**config.mk**
```make
export PLATFORM = sky130hd
export DESIGN_NAME = rp_trig_edge_det
export DESIGN_NICKNAME = d
export VERILOG_FILES = /design/src/rtl/rp_trig_edge_det.sv
export SDC_FILE = /design/constraint.sdc
export NUM_CORES = 1
export LEC_CHECK = 0
export CORE_MARGIN = 2
export CORE_UTILIZATION = 48
export CTS_CLUSTER_SIZE = 10
export DETAILED_ROUTE_END_ITERATION = 16
export PLACE_DENSITY = 0.9
export RECOVER_POWER = 50
export SLEW_MARGIN = 20
export SYNTH_ARGS = -nofsm -noshare
export SYNTH_HDL_FRONTEND = slang
export SYNTH_SLANG_ARGS = --single-unit
```
**constraint.sdc**
```tcl
create_clock -name adc_clk_i -period 4.7 [get_ports adc_clk_i]
set_clock_uncertainty 0.05 [all_clocks]
set_input_delay 0.705 -clock adc_clk_i [delete_from_list [all_inputs] [get_ports adc_clk_i]]
set_output_delay 0.705 -clock adc_clk_i [all_outputs]
set_load 0.1 [all_outputs]
```
**src/rtl/rp_trig_edge_det.sv**
```systemverilog
// rtl/rp_trig_edge_det.sv - per-channel ADC level-crossing trigger with hysteresis and optional holdoff
//
// Purpose:
//   Compares each valid ADC sample against a signed threshold with an unsigned
//   hysteresis band. Each direction arms when the sample leaves the band on the
//   far side and fires one single-cycle pulse when the sample reaches the
//   threshold. Optional holdoff (macro RP_TRIG_HOLDOFF_EN) blanks evaluation
//   for set_holdoff_i clocks after any pulse.
//
// Ports:
//   adc_clk_i      ADC clock
//   adc_rstn_i     synchronous active-low reset
//   adc_dat_i      signed ADC sample (DW bits)
//   adc_dv_i       sample valid strobe
//   set_tresh_i    signed threshold (DW bits)
//   set_hyst_i     unsigned hysteresis (DW bits)
//   set_holdoff_i  holdoff length in clocks (HW bits, ignored without the macro)
//   cfg_clr_i      clears arm flags and holdoff counter, suppresses this cycle's pulse
//   trig_p_o       rising-crossing pulse
//   trig_n_o       falling-crossing pulse
//   state_o        {5'h0, holdoff_busy, arm_n, arm_p}

module rp_trig_edge_det #(
    parameter int DW = 14,
    parameter int HW = 32
) (
    input  logic          adc_clk_i,
    input  logic          adc_rstn_i,
    input  logic [DW-1:0] adc_dat_i,
    input  logic          adc_dv_i,
    input  logic [DW-1:0] set_tresh_i,
    input  logic [DW-1:0] set_hyst_i,
    input  logic [HW-1:0] set_holdoff_i,
    input  logic          cfg_clr_i,
    output logic          trig_p_o,
    output logic          trig_n_o,
    output logic [7:0]    state_o
);

    // Two extra bits keep tresh +/- hyst exact for any threshold/hysteresis pair.
    localparam int XW = DW + 2;

    logic signed [XW-1:0] dat_x;
    logic signed [XW-1:0] tresh_x;
    logic signed [XW-1:0] hyst_x;
    logic signed [XW-1:0] lo_x;
    logic signed [XW-1:0] hi_x;

    assign dat_x   = {{2{adc_dat_i[DW-1]}}, adc_dat_i};
    assign tresh_x = {{2{set_tresh_i[DW-1]}}, set_tresh_i};
    assign hyst_x  = {2'b00, set_hyst_i};
    assign lo_x    = tresh_x - hyst_x;
    assign hi_x    = tresh_x + hyst_x;

    logic arm_p_q;
    logic arm_n_q;
    logic trig_p_q;
    logic trig_n_q;
    logic busy_q;

    logic eval;
    logic fire_p;
    logic fire_n;
    logic arm_p_nxt;
    logic arm_n_nxt;
    logic hold_act;
    logic hold_start;
    logic busy_nxt;

`ifdef RP_TRIG_HOLDOFF_EN
    logic [HW-1:0] cnt_q;
    logic [HW-1:0] cnt_nxt;

    // Counter is loaded at the same edge that registers the pulse, so the
    // pulse cycle itself is the first blanked sample.
    assign hold_act   = (cnt_q != '0);
    assign hold_start = (fire_p || fire_n) && (set_holdoff_i != '0);

    always_comb begin
        cnt_nxt = '0;
        if (hold_start) begin
            cnt_nxt = set_holdoff_i;
        end else if (hold_act) begin
            cnt_nxt = cnt_q - {{(HW-1){1'b0}}, 1'b1};
        end
    end

    assign busy_nxt = (cnt_nxt != '0);

    always_ff @(posedge adc_clk_i) begin
        if (!adc_rstn_i || cfg_clr_i) begin
            cnt_q <= '0;
        end else begin
            cnt_q <= cnt_nxt;
        end
    end
`else
    logic unused_holdoff;

    assign unused_holdoff = ^set_holdoff_i;
    assign hold_act       = 1'b0;
    assign hold_start     = 1'b0;
    assign busy_nxt       = 1'b0;
`endif

    // Firing looks at the registered arm flags, so one sample can never both
    // arm and fire the same direction.
    always_comb begin
        eval      = adc_dv_i && !hold_act;
        fire_p    = eval && arm_p_q && (dat_x >= tresh_x);
        fire_n    = eval && arm_n_q && (dat_x <= tresh_x);
        arm_p_nxt = arm_p_q;
        arm_n_nxt = arm_n_q;

        if (eval) begin
            if (fire_p) begin
                arm_p_nxt = 1'b0;
            end
            if (fire_n) begin
                arm_n_nxt = 1'b0;
            end
            if (dat_x < lo_x) begin
                arm_p_nxt = 1'b1;
            end
            if (dat_x > hi_x) begin
                arm_n_nxt = 1'b1;
            end
        end

        // Arm flags stay cleared for the whole holdoff window, including the
        // edge that opens it.
        if (hold_start || hold_act) begin
            arm_p_nxt = 1'b0;
            arm_n_nxt = 1'b0;
        end
    end

    always_ff @(posedge adc_clk_i) begin
        if (!adc_rstn_i || cfg_clr_i) begin
            arm_p_q  <= 1'b0;
            arm_n_q  <= 1'b0;
            trig_p_q <= 1'b0;
            trig_n_q <= 1'b0;
            busy_q   <= 1'b0;
        end else begin
            arm_p_q  <= arm_p_nxt;
            arm_n_q  <= arm_n_nxt;
            trig_p_q <= fire_p;
            trig_n_q <= fire_n;
            busy_q   <= busy_nxt;
        end
    end

    assign trig_p_o = trig_p_q;
    assign trig_n_o = trig_n_q;
    assign state_o  = {5'h0, busy_q, arm_n_q, arm_p_q};

endmodule
```
==> summary.txt <==
Worst setup path
  • CP max stage delay: 0.47 ns
  • Worst Path Buf+Inv: 2
  • Worst-path cell chain: clkdlybuf4s50_1 -> ha_1 -> fa_1 -> nand2b_1 -> a221oi_2 -> nor4b_2 -> buf_4 -> o311ai_2 -> a2111oi_0 -> nor3_1 -> ha_1 -> nand4_1 -> nor2_1 -> o221ai_1 -> a2111o_1 -> nand3_1
  • Critical Path Most Common Cell: ha_1
  • Arr. time, crit path: 4.55 ns
  • Max FO, Critical Path: 3
  • WP data required: 4.81 ns
  • Slowest-stage cell, CP: clkdlybuf4s50_1
  • Crit Path Class: in -> reg
  • CP Launch Type: primary input
  • Setup crit end kind: flop
  • Delay-heaviest family, CP: compound AO/OA/AOI/OAI gates

Clocking
  • Clock Latency Late Sink: 0.22 ns
  • TritonCTS clock tree: yes
  • Post-cts sizing count: 0
  • CTS max path bufs: 2
  • # hold bufs at CTS: 0
  • TritonCTS Buffers: 3
  • # Post-CTS Setup Buffers: 0
  • # H-tree levels: 1
  • CTS Root Cell: clkbuf_8
  • TritonCTS Sinks: 4
  • Clk slew on worst S/H paths: 0.03 ns

Timing
  • Final-report hold violation count: 0
  • Min Tclk post-route: 4.44 ns
  • RSZ-0062 raised after global routing: false
  • Setup violators final: 0
  • Setup TNS: 0 ns
  • Slew margin rel.: 34.9%
  • Worst slew pin tran: 0.973 ns
  • Max-slew violations: 0
  • Fmax: 0.225 GHz
  • Fin crit share: 94.5%

Route
  • Routed Antenna Nets: 0
  • Via/cell ratio: 5.76
  • Overall routed net length: 6830 um
  • DR pass1 iterations: 4
  • DRC: 0
  • DR vias: 2754
  • DR iter-0 viols: 203
  • Routed length per instance: 14.3 um

Global route
  • Initial antenna violation count: 0
  • Largest net degree at the start of global routing: 10
  • GRT overflow: 0
  • Vias in the first global route: 2635
  • First-pass GRT wire length: 11600 um
  • GR Util All Layers: 21.9%

Pwr
  • Maximum vdd drop: 0.107 mV
  • Leak: 1.61 nW
  • PwrDens: 170 mW/mm^2
  • Seq pwr share: 6.5%
  • Clock power share: 12.8%
  • Tot Pwr: 565 uW
  • P_sw: 276 uW
  • Gate power share: 80.7%
  • Switching Share: 48.9%
  • Internal power: 289 uW

Synth
  • Seq cells post-synth: 4
  • FFs w/ async S/R, synth: 0%
  • Sequential share of the synthesized area: 2.90%
  • Post-Syn Area: 0.00276 sq mm
  • Mean post-synth cell area: 7.64 sq um
  • Synthesis Warnings: 0
  • Synthesized instance count: 361
  • Top_reg_cell synth: dfxtp_1
  • Post-synth EDFFs: 0
  • Netlist cell types: 63

Floorplan
  • Die Y: 79.8 um
  • I/O pin count: 88
  • Row cnt: 27
  • Total die area: 0.00637 sq mm
  • Initial core utilization: 49.8%
  • Core Footprint: 0.00554 sq mm
  • Die X: 79.8 um

Finish
  • Ant diodes: 0
  • Finished layout cell area: 0.00333 sq mm
  • Post-Layout Cell Count: 478
  • Fin nets: 562
  • Layout cells sized above 1: 4.19%
  • Area Overhead vs Synth: 20.6%

Place
  • DP HPWL: 5990 um
  • GPL Wtd Cong: 0.960
  • Port buffer count: 49
  • Placed cell count: 475
  • Area post-placement: 0.00329 sq mm

Run
  • Max Cap Viol: 0

Hold path
  • Hold WC Path Type: reg -> reg

Outcome
  • Outcome: complete, no violations
stage by stage:
stage	hold WS, ns	utilization [%]	setup slack, ns
5_1_grt	0.481	60.0	0.0666
6_report	0.454	60.0	0.258
3_5_place_dp	0.452	59.3	0.0809
4_1_cts	0.461	60.0	0.283
2_1_floorplan	0.424	-	1.05
3_3_place_gp	0.442	59.3	0.192
metal layers:
metal	GRT usage (%)	wire length [um]
met3	1.81	338
met2	40.6	3350
met5	0	0
met4	4.07	85
met1	27.6	3060
state kept, by name (all words and copies together), names as in the netlist:
register and flops:
trig_p_o 1, arm_p_q 1, trig_n_o 1, arm_n_q 1
power groups by stage:
stage / sequential, mW / combinational [mW] / clock (mW)
after detailed placement: 0.0371 / 0.450 / 0
after global placement: 0.0370 / 0.430 / 0
after CTS: 0.0367 / 0.452 / 0.0736
after global routing: 0.0368 / 0.508 / 0.0763
final: 0.0367 / 0.456 / 0.0721
after floorplan: 0.0376 / 0.325 / 0
cell usage after synthesis, drive strengths merged (2+ instances only):
master,instances,share of area (%)
a211o,2,0.64
a211oi,3,0.82
a21o,9,2.4
a21oi,26,4.7
a221oi,3,1.2
a31oi,2,0.45
and2,2,0.45
and3,2,0.45
and4,3,0.95
buf,12,2.9
clkbuf,2,0.27
dfxtp,4,2.9
fa,2,1.5
ha,74,34
inv,47,6.4
mux2i,2,0.73
nand2,12,1.6
nand2b,5,1.1
nand3,6,1.1
nand4,8,2.0
nor2,30,4.1
nor2b,5,1.1
nor3,10,1.8
nor4,2,0.68
o2111a,2,0.82
o2111ai,2,0.64
o211ai,6,1.6
o21a,6,1.6
o21ai,16,2.9
o21bai,4,1.1
o311ai,2,1.2
o41ai,3,1.2
or4,2,0.68
xnor2,18,5.7
xor2,6,1.9
kinds of logic after synthesis:
family,after synthesis,synth area share (%)
AOI/OAI and AO/OA,99,25.7
xor gates and xnor gates,24,7.62
adders and majority gates,76,35.0
buffers and inverters,62,9.71
DFF,4,2.90
muxes,2,0.726
other,1,0.136
and+or+nand+nor,93,18.2
cell usage in the layout, fill, tap and decap left out, drive strengths merged, types with 4 or more instances in the layout:
master / n
nor3: 10
nor2: 30
o21a: 6
o21ai: 16
nor2b: 5
dlygate4sd3: 4
nand2: 12
ha: 74
a21oi: 26
nand3: 6
clkdlybuf4s50: 45
conb: 6
a21o: 9
xor2: 6
dfxtp: 4
o21bai: 4
nand4: 8
inv: 47
xnor2: 18
o211ai: 6
nand2b: 5
cell type report:
type                            instances  area (sq um)
Tap cell                               72          90.1
Inverter                               48           180
Sequential cell                         4          80.1
Fill cell                             494          2210
Timing Repair Buffer                   51           505
Clock buffer                            3          41.3
Multi-Input combinational cell        300          2430
path summary, 6_finish.rpt:
path,from,end,slack [ns],cells past startpoint
worst min register to register,arm_p_q$_SDFFE_PP0P_,trig_p_o$_SDFF_PP0_,0.45,1
worst max-delay path,set_tresh_i[0],arm_n_q$_SDFFE_PP0P_,0.26,16
worst min-delay path,arm_p_q$_SDFFE_PP0P_,trig_p_o$_SDFF_PP0_,0.45,1
worst max register to register,arm_p_q$_SDFFE_PP0P_,arm_p_q$_SDFFE_PP0P_,3.93,2
Note: power is estimated with default switching activity, not from simulation.
